[config.mk]
export PLATFORM = sky130hd
export DESIGN_NAME = exe_stage
export DESIGN_NICKNAME = d
export VERILOG_FILES = /design/src/rtl/exe_stage.sv
export SDC_FILE = /design/constraint.sdc
export NUM_CORES = 1
export LEC_CHECK = 0
export ABC_AREA = 1
export ABC_CLOCK_PERIOD_IN_PS = 7500
export BUFFER_PORTS_ARGS = -buffer_cell sky130_fd_sc_hd__buf_2
export CAP_MARGIN = 20
export CORE_MARGIN = 2
export CORE_UTILIZATION = 25
export CTS_BUF_LIST = sky130_fd_sc_hd__clkbuf_4
export CTS_CLUSTER_SIZE = 10
export DETAILED_ROUTE_END_ITERATION = 8
export GPL_TIMING_DRIVEN = 0
export HOLD_SLACK_MARGIN = 0.12
export SYNTH_ARGS = -nofsm -noshare
export SYNTH_HDL_FRONTEND = slang
export SYNTH_SLANG_ARGS = --single-unit
export TNS_END_PERCENT = 50
[constraint.sdc]
create_clock -name clk -period 7.5 [get_ports clk]
set_clock_uncertainty 0.15 [all_clocks]
set_input_delay 1.125 -clock clk [delete_from_list [all_inputs] [get_ports clk]]
set_output_delay 1.125 -clock clk [all_outputs]
set_load 0.05 [all_outputs]
[src/rtl/exe_stage.sv]
// Execute stage: Val2 generation (immediate rotate / memory offset / register
// shift), ALU with NZCV flags, branch target, status register and the
// registered EX/MEM pipeline stage.
module exe_stage (
  input  logic        clk,
  input  logic        rst,
  input  logic        freeze,
  input  logic        wb_enable_in,
  input  logic        mem_read_in,
  input  logic        mem_write_in,
  input  logic        branch_enable_in,
  input  logic        S_in,
  input  logic [3:0]  exec_cmd_in,
  input  logic [31:0] PC_in,
  input  logic [31:0] Val_Rn_in,
  input  logic [31:0] Val_Rm_in,
  input  logic        immediate_in,
  input  logic [11:0] Shift_operand_in,
  input  logic [23:0] Signed_immediate_24_in,
  input  logic [3:0]  Dest_in,
  output logic [3:0]  status,
  output logic        branch_taken,
  output logic [31:0] branch_address,
  output logic        wb_enable_out,
  output logic        mem_read_out,
  output logic        mem_write_out,
  output logic [31:0] alu_result_out,
  output logic [31:0] store_data_out,
  output logic [3:0]  Dest_out
);

  // status layout {N,Z,C,V}
  localparam int C_BIT = 1;
  localparam int V_BIT = 0;

  logic [3:0]  status_q, status_d;
  logic        wb_q, wb_d, mr_q, mr_d, mw_q, mw_d;
  logic [31:0] alu_q, alu_d, sd_q, sd_d;
  logic [3:0]  dest_q, dest_d;

  logic [31:0] val2;
  logic [31:0] alu_res;
  logic [3:0]  nzcv;

  // Branch resolves in EX, same cycle, so the upstream flush lands on the next edge
  assign branch_taken   = branch_enable_in;
  assign branch_address = PC_in + {{6{Signed_immediate_24_in[23]}}, Signed_immediate_24_in, 2'b00};

  // Val2: immediate rotate beats memory offset beats register shift
  always_comb begin
    logic [63:0] dbl;
    logic [4:0]  rot;
    logic [4:0]  amt;
    val2 = Val_Rm_in;
    dbl  = '0;
    rot  = {Shift_operand_in[11:8], 1'b0};
    amt  = Shift_operand_in[11:7];
    if (immediate_in) begin
      dbl  = {24'd0, Shift_operand_in[7:0], 24'd0, Shift_operand_in[7:0]} >> rot;
      val2 = dbl[31:0];
    end else if (mem_read_in | mem_write_in) begin
      val2 = {20'd0, Shift_operand_in};
    end else begin
      unique case (Shift_operand_in[6:5])
        2'b00: val2 = Val_Rm_in << amt;
        2'b01: val2 = Val_Rm_in >> amt;
        2'b10: val2 = $unsigned($signed(Val_Rm_in) >>> amt);
        default: begin
          dbl  = {Val_Rm_in, Val_Rm_in} >> amt;
          val2 = dbl[31:0];
        end
      endcase
    end
  end

  // ALU and flags; subtraction is A + ~B + carry so C=1 means no borrow
  always_comb begin
    logic [32:0] sum;
    logic [31:0] b_eff;
    logic        cin;
    logic        arith;
    b_eff   = val2;
    cin     = 1'b0;
    arith   = 1'b0;
    alu_res = '0;
    unique case (exec_cmd_in)
      4'b0001: alu_res = val2;
      4'b1001: alu_res = ~val2;
      4'b0010: arith = 1'b1;
      4'b0011: begin arith = 1'b1; cin = status_q[C_BIT]; end
      4'b0100: begin arith = 1'b1; b_eff = ~val2; cin = 1'b1; end
      4'b0101: begin arith = 1'b1; b_eff = ~val2; cin = status_q[C_BIT]; end
      4'b0110: alu_res = Val_Rn_in & val2;
      4'b0111: alu_res = Val_Rn_in | val2;
      4'b1000: alu_res = Val_Rn_in ^ val2;
      default: alu_res = '0;
    endcase
    sum = {1'b0, Val_Rn_in} + {1'b0, b_eff} + {32'd0, cin};
    if (arith) alu_res = sum[31:0];
    nzcv[3] = alu_res[31];
    nzcv[2] = (alu_res == 32'd0);
    nzcv[1] = arith ? sum[32] : status_q[C_BIT];
    nzcv[0] = arith ? ((Val_Rn_in[31] == b_eff[31]) && (alu_res[31] != Val_Rn_in[31]))
                    : status_q[V_BIT];
  end

  // Next-state for status and EX/MEM; freeze holds everything
  always_comb begin
    status_d = status_q;
    wb_d     = wb_q;
    mr_d     = mr_q;
    mw_d     = mw_q;
    alu_d    = alu_q;
    sd_d     = sd_q;
    dest_d   = dest_q;
    if (!freeze) begin
      if (S_in && !branch_enable_in) status_d = nzcv;
      wb_d   = wb_enable_in;
      mr_d   = mem_read_in;
      mw_d   = mem_write_in;
      alu_d  = alu_res;
      sd_d   = Val_Rm_in;
      dest_d = Dest_in;
    end
  end

  // Status and EX/MEM registers, cleared asynchronously
  always_ff @(posedge clk or negedge rst) begin
    if (!rst) begin
      status_q <= '0;
      wb_q     <= 1'b0;
      mr_q     <= 1'b0;
      mw_q     <= 1'b0;
      alu_q    <= '0;
      sd_q     <= '0;
      dest_q   <= '0;
    end else begin
      status_q <= status_d;
      wb_q     <= wb_d;
      mr_q     <= mr_d;
      mw_q     <= mw_d;
      alu_q    <= alu_d;
      sd_q     <= sd_d;
      dest_q   <= dest_d;
    end
  end

  assign status         = status_q;
  assign wb_enable_out  = wb_q;
  assign mem_read_out   = mr_q;
  assign mem_write_out  = mw_q;
  assign alu_result_out = alu_q;
  assign store_data_out = sd_q;
  assign Dest_out       = dest_q;

endmodule

# [Word level (Yosys, flattened, before mapping)]
# Index checks and enable logic that the tools add are counted.
[word_totals] register_bits=75 out_inout_bits=108 word_cells=53
[classes] addsub=3 n_eq_ne=13 shift=5 mux=8 bitwise=6 n_reduce_logical=10
[ops] op="32-bit case mux with 5 select lines" n=1
[ops] op="32-bit two-way mux" n=4
[ops] op="32-bit case mux with 3 select lines" n=1
[ops] op="64-bit by 5-bit >> shifter with 32-bit output" n=1
[ops] op="40-bit by 5-bit >> shifter with 32-bit output" n=1
[ops] op="32-bit by 32-bit adder with 33-bit output" n=1
[ops] op="33-bit by 1-bit adder with 33-bit output" n=1
[ops] op="32-bit adder" n=1
[ops] op="32-bit AND" n=1
[ops] op="32-bit logical NOT" n=1
[ops] op="32-bit NOT" n=1
[ops] op="32-bit OR" n=1
[ops] op="32-bit by 5-bit << shifter with 32-bit output" n=1
[ops] op="32-bit by 5-bit >> shifter with 32-bit output" n=1
[ops] op="32-bit by 5-bit >>> shifter with 32-bit output" n=1
[ops] op="32-bit bitwise XOR" n=1
[ops] op="4-bit by 3-bit equality test with 1-bit output, second input constant" n=4
[ops] op="4-bit by 2-bit equality test with 1-bit output, second input constant" n=2
[ops] op="4-bit equality test, second input constant" n=2
[ops] op="4-bit by 1-bit equality test with 1-bit output, second input constant" n=1
[ops] op="2-bit OR reduction" n=2
[ops] op="4-bit OR reduction" n=1
[ops] op="3-bit AND reduction" n=1
[ops] op="2-bit by 1-bit equality test with 1-bit output, second input constant" n=1
[ops] op="other kinds (11)" n=12

# [Depth between registers and ports, before layout]
[logic_depth] word_depth=11 depth_mapped=38 depth_no_buf=37

# [Least setup slack after synthesis]
# No wires, ideal clock.
[synth_timing] kind="input to output" startpoint="in PC_in[2]" endpoint="out branch_address[28]" arrival_time_ns=3.893 required_ns=6.225 setup_slack_ns=2.332 path_stages=13 cell_sequence="ha_1 inv_1 fa_1 o21ai_2 a21oi_1 o21ai_0 a21boi_1 o21ai_2 a21oi_1 o21bai_1 a21boi_1 o21bai_1 xor2_1"
[synth_between] elab_chain_len=1
[synth_rtl] element="from (decl)" line="14" source="input logic [31:0] PC_in,"
[synth_rtl] element="32-bit adder" line="47" source="assign branch_address = PC_in + {{6{Signed_immediate_24_in[23]}}, Signed_immediate_24_in, 2'b00};"
[synth_rtl] element="to (decl)" line="23" source="output logic [31:0] branch_address,"
# Every way passes these cells.

# [Worst setup path after layout]
[layout_timing] startpoint="in Shift_operand_in[10]" endpoint="reg status_q[2], in the netlist status[2]"
[layout_between] elab_chain_len=10 word_cells_on_any_way=18 classes_between="2 x add/sub; 5 x shift; 6 x mux; 4 x bitwise; 1 x reduce/logical"
[layout_rtl] element="from (decl)" line="18" source="input logic [11:0] Shift_operand_in,"
[layout_rtl] element="64-bit by 5-bit >> shifter with 32-bit output (tied with other cells)" line="69" source="dbl = {Val_Rm_in, Val_Rm_in} >> amt;"
[layout_rtl] element="32-bit case mux with 3 select lines" line="64" source="unique case (Shift_operand_in[6:5])"
[layout_rtl] element="32-bit two-way mux" line="61" source="end else if (mem_read_in | mem_write_in) begin"
[layout_rtl] element="32-bit two-way mux *" line="58" source="if (immediate_in) begin"
[layout_rtl] element="32-bit NOT" line="88, 91, 92"
[layout_rtl] element="32-bit two-way mux"
[layout_rtl] element="32-bit by 32-bit adder with 33-bit output" line="98" source="sum = {1'b0, Val_Rn_in} + {1'b0, b_eff} + {32'd0, cin};"
[layout_rtl] element="33-bit by 1-bit adder with 33-bit output" line="98"
[layout_rtl] element="32-bit two-way mux *" line="99" source="if (arith) alu_res = sum[31:0];"
[layout_rtl] element="32-bit logical NOT *" line="101" source="nzcv[2] = (alu_res == 32'd0);"
[layout_rtl] element="to (signal assigned)" line="138" source="status_q <= status_d;"
[layout_rtl] element="to (decl)" line="36" source="logic [3:0] status_q, status_d;"
# Mark *: on every way between the ends. The rest lies on a longest branch, timed or not.
# A chain may end at the register's enable or synchronous reset.

==> run summary <==
The remaining number of nets flagged by the antenna check after routing is 0, and the share of final-layout standard cells stronger than drive strength 1 is 0.1721. The portion of the post-synthesis area used by sequential elements is 0.1327. STA classifies the critical path endpoint as a flop. The worst ir drop on vdd came out at 0.08762 mV.

In the synthesized netlist the dominant register cell turns out to be sky130_fd_sc_hd__dfrtp_1. The first global-routing pass estimated 106900 um of wire. In this run the count of I/O pins placed on the die edge is 257. The cell that appears most often on the critical path is sky130_fd_sc_hd__nand2_1.

The starting density of the core is 0.2518, and the number of buffers inserted for hold repair after clock tree synthesis is 0. The count of clock tree sinks was 75. For the count of H-tree levels built during CTS, the log shows 3.

The run gives 7860 ps as the worst path required time. The number of pins with negative max-slew slack in the final report is 0, and the number of flops mapped to enable cells by yosys is 0. Total power divided by cell area: 144.7 nW/um2. The clock passes through at most 2 buffers. Entering global routing, the biggest net connects 58 pins. The tools report the instance count after placement with tap cells included as 3413.

The logs give 0 for the final hold violation count and 269.5 ps for the smallest hold slack. For the sequential power share, the log shows 0.202. The most frequent standard cell in the layout excluding fill and tap cells is sky130_fd_sc_hd__nand2_1.

The critical path contains buffers and inverters numbering 5 combined. Summing all flip-flop and latch instances after layout gives 1877 um2. The clock slew seen by the registers of the worst setup and hold paths is 170 ps, and the post-cts sizing count is 0. For this design the static power due to leakage is 8.581 nW. In this run the cell area of the synthesized design comes to 14140 um2.

Setup violations remaining at the end of the flow were counted as 0. In the final design database the tool counted 2944 nets. The logs give 0 for the count of warnings emitted by yosys and 2683 for the net count after synthesis. The total core area is 56170 um2. Buffers placed on the I/O ports in this run total 249. The final route contains 18.44k vias. Among cell families on the critical path, the largest total delay comes from simple AND/OR/NAND/NOR gates.

For the count of routing violations after the opening detailed-route iteration, the log shows 2411. Before antenna repair, the detailed router went through 7 iterations. The category of the most critical setup path was primary input to flop. The tools report the number of remaining DRC errors as 0. After clock tree synthesis, the setup repair step added 0 buffers. Cell internal power was estimated by the tool at 0.9892 mW. The die covers 58480 um2. In the layout the commonest cells are 711 x sky130_fd_sc_hd__nand2_1, 456 x sky130_fd_sc_hd__nand3_1, 298 x sky130_fd_sc_hd__buf_2. The switching power is 1.403 mW. The number of antenna violations at the first check in global routing is 8. The worst min-delay path category is primary input to async pin.

The worst slew margin relative to its limit is 0.2815. The number of clock buffers inserted by TritonCTS was 9. The switching power as a share of total power was 0.5864.

The maximum fanout encountered on the critical timing path is 10, and the pin slew with the least headroom to its limit is 1078 ps. After global routing the overflow that remains totals 0. The final-layout setup total negative slack was 0 ps. The distinct cell type count after synthesis was 56; the vias per cell was 5.371. The routed design has 72840 um of wire. Setup repair after global routing left no endpoint under its margin.

Summing internal, switching and leakage power gives 2.392 mW. Post-route fraction of the period consumed by the critical path: 0.8531. The worst setup path is launched from a primary input. After synthesis the netlist holds a flip-flop and latch count of 75.

The die is 241.8 um wide. The endpoint arrival time on the critical path was 6760 ps. Max-cap violations in this run came to 0. The average wire per cell in the routed design came out at 21.22 um. The final critical-path required period is 6398 ps, and the HPWL after detailed placement is 59340 um.

The async set-or-reset flop fraction in the synthesized netlist is 1.000. The overall fraction of global-route tracks in use came out at 0.2396. The later pin in the worst-skew pair is clocked with a latency of 550 ps. The run gives 17.33k as the number of global-route vias before repair.

The filler cells instantiated in the layout total 6491. Synthesis produced 2407 cells. Compared with the post-synthesis result, the final layout area differs by 16.89%. The run gives 87 as the number of rows created at floorplan. The run finished with clean final reports. The tree is rooted in a sky130_fd_sc_hd__clkbuf_4.

At the end of routability-driven placement, the weighted congestion stood at 1.043. Timing would allow up to 156.3 MHz. The finished layout holds 3433 standard cells, fillers aside. The share of power burned in combinational logic is 0.666, and the clock network power share is 0.132.

The largest single stage delay on the critical path is 840 ps. The largest individual stage delay along the critical path comes from the cell sky130_fd_sc_hd__buf_1. The average instance area after synthesis works out to 5.875 um2. The die is 241.8 um tall.

For the area used by multi-input combinational logic, the log shows 10920 um2. TritonCTS built the clock tree.
per-layer routing:
layer	wire [um]	up-vias	track usage
met2	32350	1155	0.3893
met3	7839	212	0.03885
met4	3670	12	0.1158
li1	-	8612	-
met5	97	-	0.004085
met1	28890	8449	0.3078
metrics by stage:
stage / setup WS (ps) / util / area [um2]
floorplan: 2332 / - / 14140
global placement: 760.1 / 0.2908 / 16330
detailed placement: 836.9 / 0.2913 / 16360
CTS: 1436 / 0.2941 / 16520
global route: 962.5 / 0.2942 / 16520
finish: 1102 / 0.2943 / 16530
sequential cells by signal, summed over array words and instances (netlist names):
name            cells
wb_enable_out       1
status              4
mem_read_out        1
Dest_out            4
mem_write_out       1
alu_result_out     32
store_data_out     32
worst register-to-register path: cells and delay by family, from the launching register on:
family / cells / cell delay, ps
compound gates: 5 / 1350
fa+ha+maj: 2 / 920
buf+inv: 3 / 360
flops: 1 / 390
simple gates: 10 / 1130
kinds of logic after synthesis:
| kind of cell | count (synthesis) | synth area share |
|---|---|---|
| and+or+nand+nor | 1509 | 0.4812 |
| AOI/OAI and AO/OA | 331 | 0.1393 |
| buffers and inverters | 304 | 0.09503 |
| adders and majority gates | 127 | 0.1140 |
| DFF | 75 | 0.1327 |
| xor gates and xnor gates | 61 | 0.03778 |
path summary, 6_finish.rpt:
path                                       to  cells past startpoint                  from  slack, ps
hold reg to reg            store_data_out[25]                      2    store_data_out[25]        340
hold / removal             alu_result_out[26]                      1                   rst        270
setup reg to reg                    status[2]                     20             status[1]       3160
min in group clk           store_data_out[25]                      2    store_data_out[25]        340
max in group asynchronous   store_data_out[8]                      2                   rst       6300
setup / recovery                    status[2]                     28  Shift_operand_in[10]       1100
synth_stat cells (all sizes together), types with 4 or more instances:
library cell | instances | area share
nand2 | 768 | 0.22
nand3 | 486 | 0.18
nor2 | 196 | 0.055
inv | 181 | 0.049
ha | 124 | 0.11
a21oi | 118 | 0.042
o21ai | 114 | 0.043
buf | 75 | 0.034
dfrtp | 75 | 0.13
clkbuf | 47 | 0.012
xor2 | 38 | 0.024
a221oi | 32 | 0.020
xnor2 | 23 | 0.014
nand4 | 19 | 0.0084
nor3 | 17 | 0.0060
a31oi | 14 | 0.0062
a21o | 11 | 0.0058
o211ai | 10 | 0.0053
or2 | 9 | 0.0040
o21bai | 8 | 0.0042
a21boi | 6 | 0.0032
and2 | 6 | 0.0027
a22oi | 5 | 0.0027
nor4 | 4 | 0.0018
power groups by stage:
stage,sequential (mW),clock [mW],combinational [mW]
after floorplan,0.664,0,0.898
after global placement,0.490,0,1.56
after detailed placement,0.491,0,1.56
after CTS,0.484,0.321,1.56
after global routing,0.490,0.333,1.71
final,0.484,0.316,1.59
cell type report:
class | count | share of cell area
antenna | 4 | 0.0006056
buffer | 122 | 0.03936
clock buffer | 9 | 0.004088
clock inverter | 7 | 0.005374
inverter | 182 | 0.04193
multi-input combinational | 2028 | 0.6607
sequential | 75 | 0.1135
tap | 756 | 0.05723
timing repair buffer | 250 | 0.07721
Note: power is estimated with default switching activity, not from simulation.
